## config.mk

```make
export PLATFORM = sky130hd
export DESIGN_NAME = lp805x_sfr_pbuf_flat
export DESIGN_NICKNAME = d
export VERILOG_FILES = /design/src/rtl/lp805x_sfr_pbuf_pkg.sv /design/src/rtl/lp805x_sfr_pbuf_if.sv /design/src/rtl/lp805x_sfr_pbuf_fifo.sv /design/src/rtl/lp805x_sfr_pbuf.sv /design/src/flat_wrapper.sv
export SDC_FILE = /design/constraint.sdc
export NUM_CORES = 1
export LEC_CHECK = 0
export ABC_AREA = 1
export ABC_CLOCK_PERIOD_IN_PS = 2860
export CAP_MARGIN = 5
export CORE_AREA = 2 2 89 108
export DETAILED_ROUTE_END_ITERATION = 16
export DIE_AREA = 0 0 91 110
export SLEW_MARGIN = 20
export SYNTH_ARGS = -nofsm -noshare
export SYNTH_HDL_FRONTEND = slang
export SYNTH_SLANG_ARGS = --single-unit
export TNS_END_PERCENT = 20
```

## constraint.sdc

```tcl
create_clock -name clk -period 2.86 [get_ports clk]
set_clock_uncertainty 0.15 [all_clocks]
set_input_delay 0.572 -clock clk [delete_from_list [all_inputs] [get_ports clk]]
set_output_delay 0.572 -clock clk [all_outputs]
set_load 0.01 [all_outputs]
```

## src/rtl/lp805x_sfr_pbuf_pkg.sv

```systemverilog
// lp805x_sfr_pkg: shared definitions for the peripheral-side SFR staging buffer.
//   sfr_state_t   - handshake FSM state encoding (IDLE/OFFER/ARMED)
//   SFR_DW_DEF    - default entry width
//   SFR_DEPTH_DEF - default FIFO depth (power of two, >= 2)
package lp805x_sfr_pkg;

  typedef enum logic [1:0] {
    ST_IDLE  = 2'd0,
    ST_OFFER = 2'd1,
    ST_ARMED = 2'd2
  } sfr_state_t;

  localparam int SFR_DW_DEF    = 8;
  localparam int SFR_DEPTH_DEF = 4;

endpackage

```

## src/rtl/lp805x_sfr_pbuf_if.sv

```systemverilog
// lp805x_sfr_pbuf_if: handshake bundle between the staging buffer and the
// SFR synchronisation controller.
//
// Handshake semantics:
//   sfr_prrdy - buffer -> controller, 1-cycle pulse: a new entry has just
//               been loaded into sfr_pdata.
//   sfr_pget  - controller -> buffer, level: the consumer is armed/waiting.
//   sfr_pwrdy - buffer -> controller, level: the staged entry is stable and
//               the consumer is armed (registered copy of sfr_pget in ARMED).
//   sfr_pput  - controller -> buffer, 1-cycle pulse: staged entry consumed.
//               Honoured only in ARMED; ignored elsewhere.
//   sfr_pdata - staged entry; constant from one pop until the next pop.
//
// Modports: master = staging buffer, slave = controller.
interface lp805x_sfr_pbuf_if #(
  parameter int DW = 8
);
  logic          sfr_pget;
  logic          sfr_pput;
  logic          sfr_prrdy;
  logic          sfr_pwrdy;
  logic [DW-1:0] sfr_pdata;

  modport master (
    input  sfr_pget,
    input  sfr_pput,
    output sfr_prrdy,
    output sfr_pwrdy,
    output sfr_pdata
  );

  modport slave (
    output sfr_pget,
    output sfr_pput,
    input  sfr_prrdy,
    input  sfr_pwrdy,
    input  sfr_pdata
  );
endinterface

```

## src/rtl/lp805x_sfr_pbuf_fifo.sv

```systemverilog
// lp805x_sfr_fifo: circular FIFO storage for the SFR staging buffer.
// Ports:
//   clk, rst  - clock, synchronous active-low reset (empties the FIFO)
//   we, wdata - write strobe / data (one entry per cycle)
//   pop       - remove the head entry (ignored when empty)
//   head      - current head entry (valid when count != 0)
//   count     - occupancy, AW+1 bits
//   full      - count == DEPTH
//   drop      - this cycle's write is being discarded (full, no pop)
module lp805x_sfr_fifo #(
  parameter int DW    = 8,
  parameter int DEPTH = 4,
  parameter int AW    = 2
) (
  input  logic          clk,
  input  logic          rst,
  input  logic          we,
  input  logic [DW-1:0] wdata,
  input  logic          pop,
  output logic [DW-1:0] head,
  output logic [AW:0]   count,
  output logic          full,
  output logic          drop
);

  localparam logic [AW:0] FULL_CNT = (AW+1)'(DEPTH);

  logic [DW-1:0] mem [DEPTH];
  logic [AW-1:0] wr_ptr;
  logic [AW-1:0] rd_ptr;
  logic          wr_ok;
  logic          rd_ok;

  assign full  = (count == FULL_CNT);
  assign rd_ok = pop && (count != '0);
  // A pop in the same cycle frees the slot, so a write to a full FIFO is
  // still accepted and the count stays at DEPTH.
  assign wr_ok = we && (!full || rd_ok);
  assign drop  = we && full && !rd_ok;
  assign head  = mem[rd_ptr];

  always_ff @(posedge clk) begin
    if (!rst) begin
      wr_ptr <= '0;
      rd_ptr <= '0;
      count  <= '0;
    end else begin
      if (wr_ok) wr_ptr <= wr_ptr + 1'b1;
      if (rd_ok) rd_ptr <= rd_ptr + 1'b1;
      count <= count + (AW+1)'(wr_ok) - (AW+1)'(rd_ok);
    end
  end

  // Storage needs no reset: emptiness is defined by the pointers and count.
  always_ff @(posedge clk) begin
    if (rst && wr_ok) mem[wr_ptr] <= wdata;
  end

endmodule

```

## src/rtl/lp805x_sfr_pbuf.sv

```systemverilog
// lp805x_sfr_pbuf: peripheral-side staging buffer feeding the SFR
// synchronisation controller. The peripheral pushes bytes into a small FIFO;
// a three-state FSM stages one entry at a time into sfr_pdata and offers it
// through the sfr_prrdy / sfr_pget / sfr_pwrdy / sfr_pput handshake.
//
// Ports:
//   clk, rst   - peripheral clock, synchronous active-low reset
//   p_we       - peripheral write strobe
//   p_data     - peripheral write data
//   p_full     - FIFO full
//   p_count    - FIFO occupancy (excludes the staged entry)
//   ovf        - sticky overflow flag (LP805X_SFRBUF_OVF_EN only, else 0)
//   ovf_clr    - clears ovf (LP805X_SFRBUF_OVF_EN only, else unused)
//   dbg_state  - current FSM state
//   sfr        - handshake bundle, master side
//
// Build option: define LP805X_SFRBUF_OVF_EN to enable the overflow flag.
module lp805x_sfr_pbuf
  import lp805x_sfr_pkg::*;
#(
  parameter int DW    = SFR_DW_DEF,
  parameter int DEPTH = SFR_DEPTH_DEF,
  parameter int AW    = $clog2(DEPTH)
) (
  input  logic                     clk,
  input  logic                     rst,
  input  logic                     p_we,
  input  logic [DW-1:0]            p_data,
  output logic                     p_full,
  output logic [AW:0]              p_count,
  output logic                     ovf,
  input  logic                     ovf_clr,
  output sfr_state_t               dbg_state,
  lp805x_sfr_pbuf_if.master        sfr
);

  sfr_state_t    state, state_n;
  logic          prrdy_q, prrdy_n;
  logic          pwrdy_q, pwrdy_n;
  logic [DW-1:0] pdata_q, pdata_n;
  logic          pop;
  logic [DW-1:0] head;
  logic          drop;

  lp805x_sfr_fifo #(
    .DW    (DW),
    .DEPTH (DEPTH),
    .AW    (AW)
  ) u_fifo (
    .clk   (clk),
    .rst   (rst),
    .we    (p_we),
    .wdata (p_data),
    .pop   (pop),
    .head  (head),
    .count (p_count),
    .full  (p_full),
    .drop  (drop)
  );

  always_ff @(posedge clk) begin
    if (!rst) begin
      state   <= ST_IDLE;
      prrdy_q <= 1'b0;
      pwrdy_q <= 1'b0;
      pdata_q <= '0;
    end else begin
      state   <= state_n;
      prrdy_q <= prrdy_n;
      pwrdy_q <= pwrdy_n;
      pdata_q <= pdata_n;
    end
  end

  always_comb begin
    state_n = state;
    prrdy_n = 1'b0;
    pwrdy_n = 1'b0;
    pdata_n = pdata_q;
    pop     = 1'b0;
    unique case (state)
      ST_IDLE: begin
        if (p_count != '0) begin
          pop     = 1'b1;
          pdata_n = head;
          prrdy_n = 1'b1;
          state_n = ST_OFFER;
        end
      end
      // One-cycle state so sfr_prrdy is always exactly one cycle wide.
      ST_OFFER: begin
        state_n = ST_ARMED;
      end
      ST_ARMED: begin
        if (sfr.sfr_pput) begin
          state_n = ST_IDLE;
        end else begin
          pwrdy_n = sfr.sfr_pget;
        end
      end
      default: begin
        state_n = ST_IDLE;
      end
    endcase
  end

  assign sfr.sfr_prrdy = prrdy_q;
  assign sfr.sfr_pwrdy = pwrdy_q;
  assign sfr.sfr_pdata = pdata_q;
  assign dbg_state     = state;

`ifdef LP805X_SFRBUF_OVF_EN
  // Set has priority over clear so a drop is never lost.
  always_ff @(posedge clk) begin
    if (!rst) begin
      ovf <= 1'b0;
    end else if (drop) begin
      ovf <= 1'b1;
    end else if (ovf_clr) begin
      ovf <= 1'b0;
    end
  end
`else
  logic unused_ovf_sigs;
  assign unused_ovf_sigs = ^{ovf_clr, drop};
  assign ovf = 1'b0;
`endif

endmodule
```

## src/flat_wrapper.sv

```systemverilog
// flat-port wrapper written by rule: the top's interface ports become plain ports
module lp805x_sfr_pbuf_flat import lp805x_sfr_pkg::*;
#(
  parameter int DW    = SFR_DW_DEF,
  parameter int DEPTH = SFR_DEPTH_DEF,
  parameter int AW    = $clog2(DEPTH)
)
  (clk, rst, p_we, p_data, p_full, p_count, ovf, ovf_clr, dbg_state, sfr_sfr_pget, sfr_sfr_pput, sfr_sfr_prrdy, sfr_sfr_pwrdy, sfr_sfr_pdata);
  lp805x_sfr_pbuf_if #(.DW(DW)) sfr_i ();
  input  logic clk;
  input  logic rst;
  input  logic p_we;
  input  logic [DW-1:0] p_data;
  output logic p_full;
  output logic [AW:0] p_count;
  output logic ovf;
  input  logic ovf_clr;
  output sfr_state_t dbg_state;
  input wire logic [$bits(sfr_i.sfr_pget)-1:0] sfr_sfr_pget;
  input wire logic [$bits(sfr_i.sfr_pput)-1:0] sfr_sfr_pput;
  output wire logic [$bits(sfr_i.sfr_prrdy)-1:0] sfr_sfr_prrdy;
  output wire logic [$bits(sfr_i.sfr_pwrdy)-1:0] sfr_sfr_pwrdy;
  output wire logic [$bits(sfr_i.sfr_pdata)-1:0] sfr_sfr_pdata;
  assign sfr_i.sfr_pget = sfr_sfr_pget;
  assign sfr_i.sfr_pput = sfr_sfr_pput;
  assign sfr_sfr_prrdy = sfr_i.sfr_prrdy;
  assign sfr_sfr_pwrdy = sfr_i.sfr_pwrdy;
  assign sfr_sfr_pdata = sfr_i.sfr_pdata;
  lp805x_sfr_pbuf #(.DW(DW), .DEPTH(DEPTH), .AW(AW)) u_core (.clk(clk), .rst(rst), .p_we(p_we), .p_data(p_data), .p_full(p_full), .p_count(p_count), .ovf(ovf), .ovf_clr(ovf_clr), .dbg_state(dbg_state), .sfr(sfr_i));
endmodule
```

* Word-level counts from Yosys, hierarchy flattened *
Memories as Yosys holds them, arrays and structs flattened. A register that Yosys moved wholly into a read port is not among the register bits.
Index checks and enable logic that the tools add are counted.
W data, S select, Z words.

storage, ports and cells
  output and inout port bits = 17
  bits in writable memories = 32
  bits in read-only memories = 0
  register bits = 11
  latch bits = 0
  word-level logic and storage cells = 36
  memories = 1

cells by class
  shift operators = 0
  equality and inequality tests = 5
  muxes and demuxes = 7
  $lt $le $gt $ge = 0
  add/sub/neg operators = 4
  $mul = 0
  reductions and logical operators = 11
  bitwise gates (word level) = 2
  divide/modulo/power cells = 0

memory list
  memory             words  width  rd ports  clocked after memory_dff  wr ports  line                        RTL
  u_core.u_fifo.mem  4      8      1         1                         1         lp805x_sfr_pbuf_fifo.sv:28  logic [DW-1:0] mem [DEPTH];

operator list
  cell                   number
  $pmux W2 S3            1
  $add A2 B1 Y2 const B  2
  $mux W1                4
  $mux W2                2
  $reduce_and A2 Y1      2
  $add A3 B1 Y3          1
  $eq A3 B3 Y1 const B   1
  $logic_and A1 B1 Y1    3
  $reduce_bool A3 Y1     1
  $reduce_or A3 Y1       1
  $sub A3 B1 Y3          1
  $eq A2 B1 Y1 const B   1
  $eq A2 B2 Y1 const B   1
  $logic_not A1 Y1       2
  $logic_not A2 Y1       1
  $ne A2 B1 Y1 const B   1
  $ne A2 B2 Y1 const B   1
  $not A1 Y1             2
  $logic_or A1 B1 Y1     1

* Longest topological paths before layout *
  depth in word-level cells = 9
  gate-level depth with buffers = 12
  gate-level depth less buffers = 12

* By module *
Synthesis repeated with hierarchy kept, for this count alone.

second synthesis, totals
  cells, all modules = 224
  area, all modules = 2238.4 um^2

modules (own cells, without submodules)
  module           area each (um^2)  sequential area each (um^2)  times used  cells each
  lp805x_sfr_fifo  1706.6            1141.1                       1           151
  lp805x_sfr_pbuf  531.8             240.2                        1           73

* Least setup slack after synthesis *
Ideal clock, no wire load.

  path type = register to register
  start point = register u_core.u_fifo.count[1]
  end point = register u_core.u_fifo.count[2]
  slack = 0.971 ns
  period minus slack after synthesis = 1.889 ns
  path buffers = 1
  arrival time = 1.626 ns
  data required time = 2.597 ns
  stages on the path, launching flop included = 11
  cell sequence = dfxtp_1 > nor2_2 > nand2_2 > nand2_2 > buf_4 > nand2_1 > nand2_1 > ha_1 > fa_1 > nor2_1 > nor2_1

between the ends
  word-level cells in the longest chain between the ends = 8
  elaborated cells on any way between the ends = 10
  classes of those cells = add/sub (2); eq/ne (1); mux (2); reduce/logical (5)

RTL lines
  what                    line                                               RTL
  start, declared         lp805x_sfr_pbuf_fifo.sv:21                         output logic [AW:0] count,
  start signal, assigned  lp805x_sfr_pbuf_fifo.sv:50                         count <= count + (AW+1)'(wr_ok) - (AW+1)'(rd_ok);
  $reduce_bool A3 Y1      lp805x_sfr_pbuf_fifo.sv:35, lp805x_sfr_pbuf.sv:83
  $mux W1                 lp805x_sfr_pbuf.sv:83                              if (p_count != '0) begin
  $mux W1                 lp805x_sfr_pbuf.sv:81                              unique case (state)
  $logic_and A1 B1 Y1     lp805x_sfr_pbuf_fifo.sv:35                         assign rd_ok = pop && (count != '0);
  $logic_or A1 B1 Y1      lp805x_sfr_pbuf_fifo.sv:38                         assign wr_ok = we && (!full || rd_ok);
  $logic_and A1 B1 Y1     lp805x_sfr_pbuf_fifo.sv:38
  $add A3 B1 Y3           lp805x_sfr_pbuf_fifo.sv:50
  $sub A3 B1 Y3 *         lp805x_sfr_pbuf_fifo.sv:50

Mark *: on every way between the ends. The rest lies on a longest branch, timed or not.
A chain may end at the register's enable or synchronous reset.

* Worst setup path in the final report *
  start point = register u_core.u_fifo.count[2]
  end point = output port p_full

between the ends
  word-level cells in the longest chain between the ends = 1

RTL lines
  what           line                        RTL
  $eq A3 B3 Y1   lp805x_sfr_pbuf_fifo.sv:34  assign full = (count == FULL_CNT);
  end, declared  flat_wrapper.sv:14          output logic p_full;

No other way between the ends.

==> summary.txt <==
Place WS: 0.4351 ns
Crit Reg-Reg Startpoint: u_core.u_fifo.count[2]
worst setup path start: u_core.u_fifo.count[2]
Final min period: 2.220 ns
Ant. Diodes: 0
FP Rows: 38
post-synthesis compound-gate area fraction: 0.01098
GRT overflow: 0
max-slew violation count: 0
Mapped Cells: 258
sequential area share after synthesis: 0.5887
Die Wd: 91 um
Worst setup SP type: flop
GRT met2 Usage: 0.1624
met1 Usage GRT: 0.1015
total wire length: 4131 um
Detailed Place HPWL: 2824 um
xor/xnor share of the synthesized area: 0.003844
largest family of logic cells by synthesized area: simple AND/OR/NAND/NOR gates
die height: 110 um
DRC: 0
yosys warns: 0
Peak Freq: 450.5 MHz
register area: 0.001341 mm2
# resized after CTS: 0
routed vias/inst: 3.798
setup_tns: 0 ns
Final WS setup: 0.6401 ns
number of global-route vias before repair: 1474
measured slew at the worst slew-check pin: 0.7732 ns
Peak VDD IR: 0.2503 mV
worst r2r path cells: 9
busiest grt layer: met2
post-synthesis adder-cell area fraction: 0.03624
multiplexer share of the synthesized area: 0
leakage: 1.241 nW
Synth Area in Simple Gates: 0.2290
Main synth FF type: edfxtp_1
final net count: 310
DR pass1 iterations: 4
Mapped Area: 0.002278 mm2
CTS tree: yes
Post-Layout Cell Count: 411
synthesized flop and latch total: 51
Clock Latency Late Sink: 0.30 ns
# fillers: 964
Clock transition at path regs: 0.09 ns
postcts setup bufs: 0
arrival time worst endpoint: 1.50 ns
relative slew slack: 0.4838
total power: 2.280 mW
Critical Path RT: 2.14 ns
number of synthesized flops with an enable pin: 32
top-count cell post-synth: nand2_1
share of layout cells above drive strength 1: 0.06186
I/O pin total: 31
Synth area leaders: edfxtp_1 42%, dfxtp_1 17%, nand2_1 12%
WHS: 0.3416 ns
post-synth cell types: 22
final period utilization: 0.7762
Pwr Density: 823.7 mW/mm2
fin util: 0.3096
WL/cell: 10.05 um
CTS Sinks: 51
CTS Hold Bufs: 0
final setup fails: 0
R2R setup slack: 0.65 ns
Core ar.: 0.008939 mm2
DRT iter0 DRCs: 64
global-route wire length before repair: 7031 um
Hold Crit Class: reg2reg
RSZ-0062 raised after global routing: false
Synth area leader: edfxtp_1
die area: 0.01001 mm2
Hold Crit Start: u_core.dbg_state[0]
CTS Buf Count: 5
CP Cell Sequence: inv_1 -> nor3_1 -> clkdlybuf4s50_1
initial antenna violation count: 0
Synth top area share: 0.4217
critical path type: reg2out
Inst Count DP: 403
outcome: finished clean
clock tree buffer depth: 2
average cell area after synthesis: 8.831 um2
Async SR Flop Fraction: 0
via count: 1561
largest net degree at the start of global routing: 23
gp weighted congestion: 0.6927
Area after DPL: 0.002676 mm2
antenna-violating nets left: 0
Port Buffers: 28
syn nets: 278
CP Max Fanout: 4
GR Util All Layers: 0.08952
crit path capture: p_full
max_cap viols: 0
met3 Use GR: 0.02855
clk root buf: clkbuf_8
reg2reg end: u_core.u_fifo.count[1]
area occupied by multi-input gates: 641.9 um2
slowest stage delay, CP: 0.56 ns
# H-tree levels: 2
Fin. Hold Viols: 0
area growth from synthesis to layout: 21.47%
crit path capture type: primary output
Synth top cells by count: 74 x nand2_1, 55 x inv_1, 32 x edfxtp_1
CP max-delay cell: clkdlybuf4s50_1
Starting Density: 0.2549
Finished Cell Area: 0.002768 mm2
[report_power, final]
group	total [mW]	internal, mW	switching, mW
clock	0.418	0.177	0.241
sequential	1.02	0.909	0.113
combinational	0.840	0.378	0.462
[worst max-delay path, delay by kind of cell, from the launching register on]
kind                   cells  cell delay (ns)
buffers and inverters      2             0.65
and+or+nand+nor            1             0.14
DFF                        1             0.41
[flip-flops by register name, summed over array words and instances, names as in the netlist]
signal                count
u_core.u_fifo.rd_ptr      2
u_core.sfr.sfr_pwrdy      1
u_core.sfr.sfr_pdata      8
u_core.u_fifo.mem        32
u_core.u_fifo.count       3
u_core.u_fifo.wr_ptr      2
u_core.dbg_state          2
u_core.sfr.sfr_prrdy      1
[metal layers]
layer | up-vias | wire, um
met5 | - | 0
li1 | 836 | -
met1 | 691 | 1841
met2 | 29 | 2053
met3 | 5 | 186
met4 | 0 | 48
[worst min path at each step]
stage,slack [ns],end,cells after the start
floorplan,0.35,u_core.dbg_state[1],2
global placement,0.32,u_core.dbg_state[1],2
detailed placement,0.33,u_core.dbg_state[1],2
CTS,0.34,u_core.dbg_state[1],2
global route,0.36,u_core.dbg_state[1],2
finish,0.34,u_core.dbg_state[1],2
[logic make-up (layout without fill, tap and decap cells)]
family                     Yosys count  count (layout)
and+or+nand+nor                    128             128
buffers and inverters               66              99
DFF                                 51              51
adders and majority gates            6               6
AOI/OAI and AO/OA                    5               5
other                                1               1
xor gates and xnor gates             1               1
[cells in the final DEF, fill, tap and decap left out, types with 2 or more instances in the layout]
cell type / instances
nand3_1: 21
a21oi_1: 5
nor2_1: 27
nand2_1: 74
buf_4: 5
ha_1: 5
dfxtp_1: 19
edfxtp_1: 32
inv_6: 2
clkbuf_8: 5
clkdlybuf4s50_1: 28
inv_1: 55
nand2_2: 2
[area by class of cell]
| class | count | share of cell area |
|---|---|---|
| Sequential cell | 51 | 0.4846 |
| Multi-Input combinational cell | 141 | 0.2319 |
| Inverter | 58 | 0.08137 |
| Timing Repair Buffer | 33 | 0.1148 |
| Clock buffer | 5 | 0.02486 |
| Clock inverter | 3 | 0.008137 |
| Tap cell | 120 | 0.05425 |
Power figures use the tool's default switching activity.
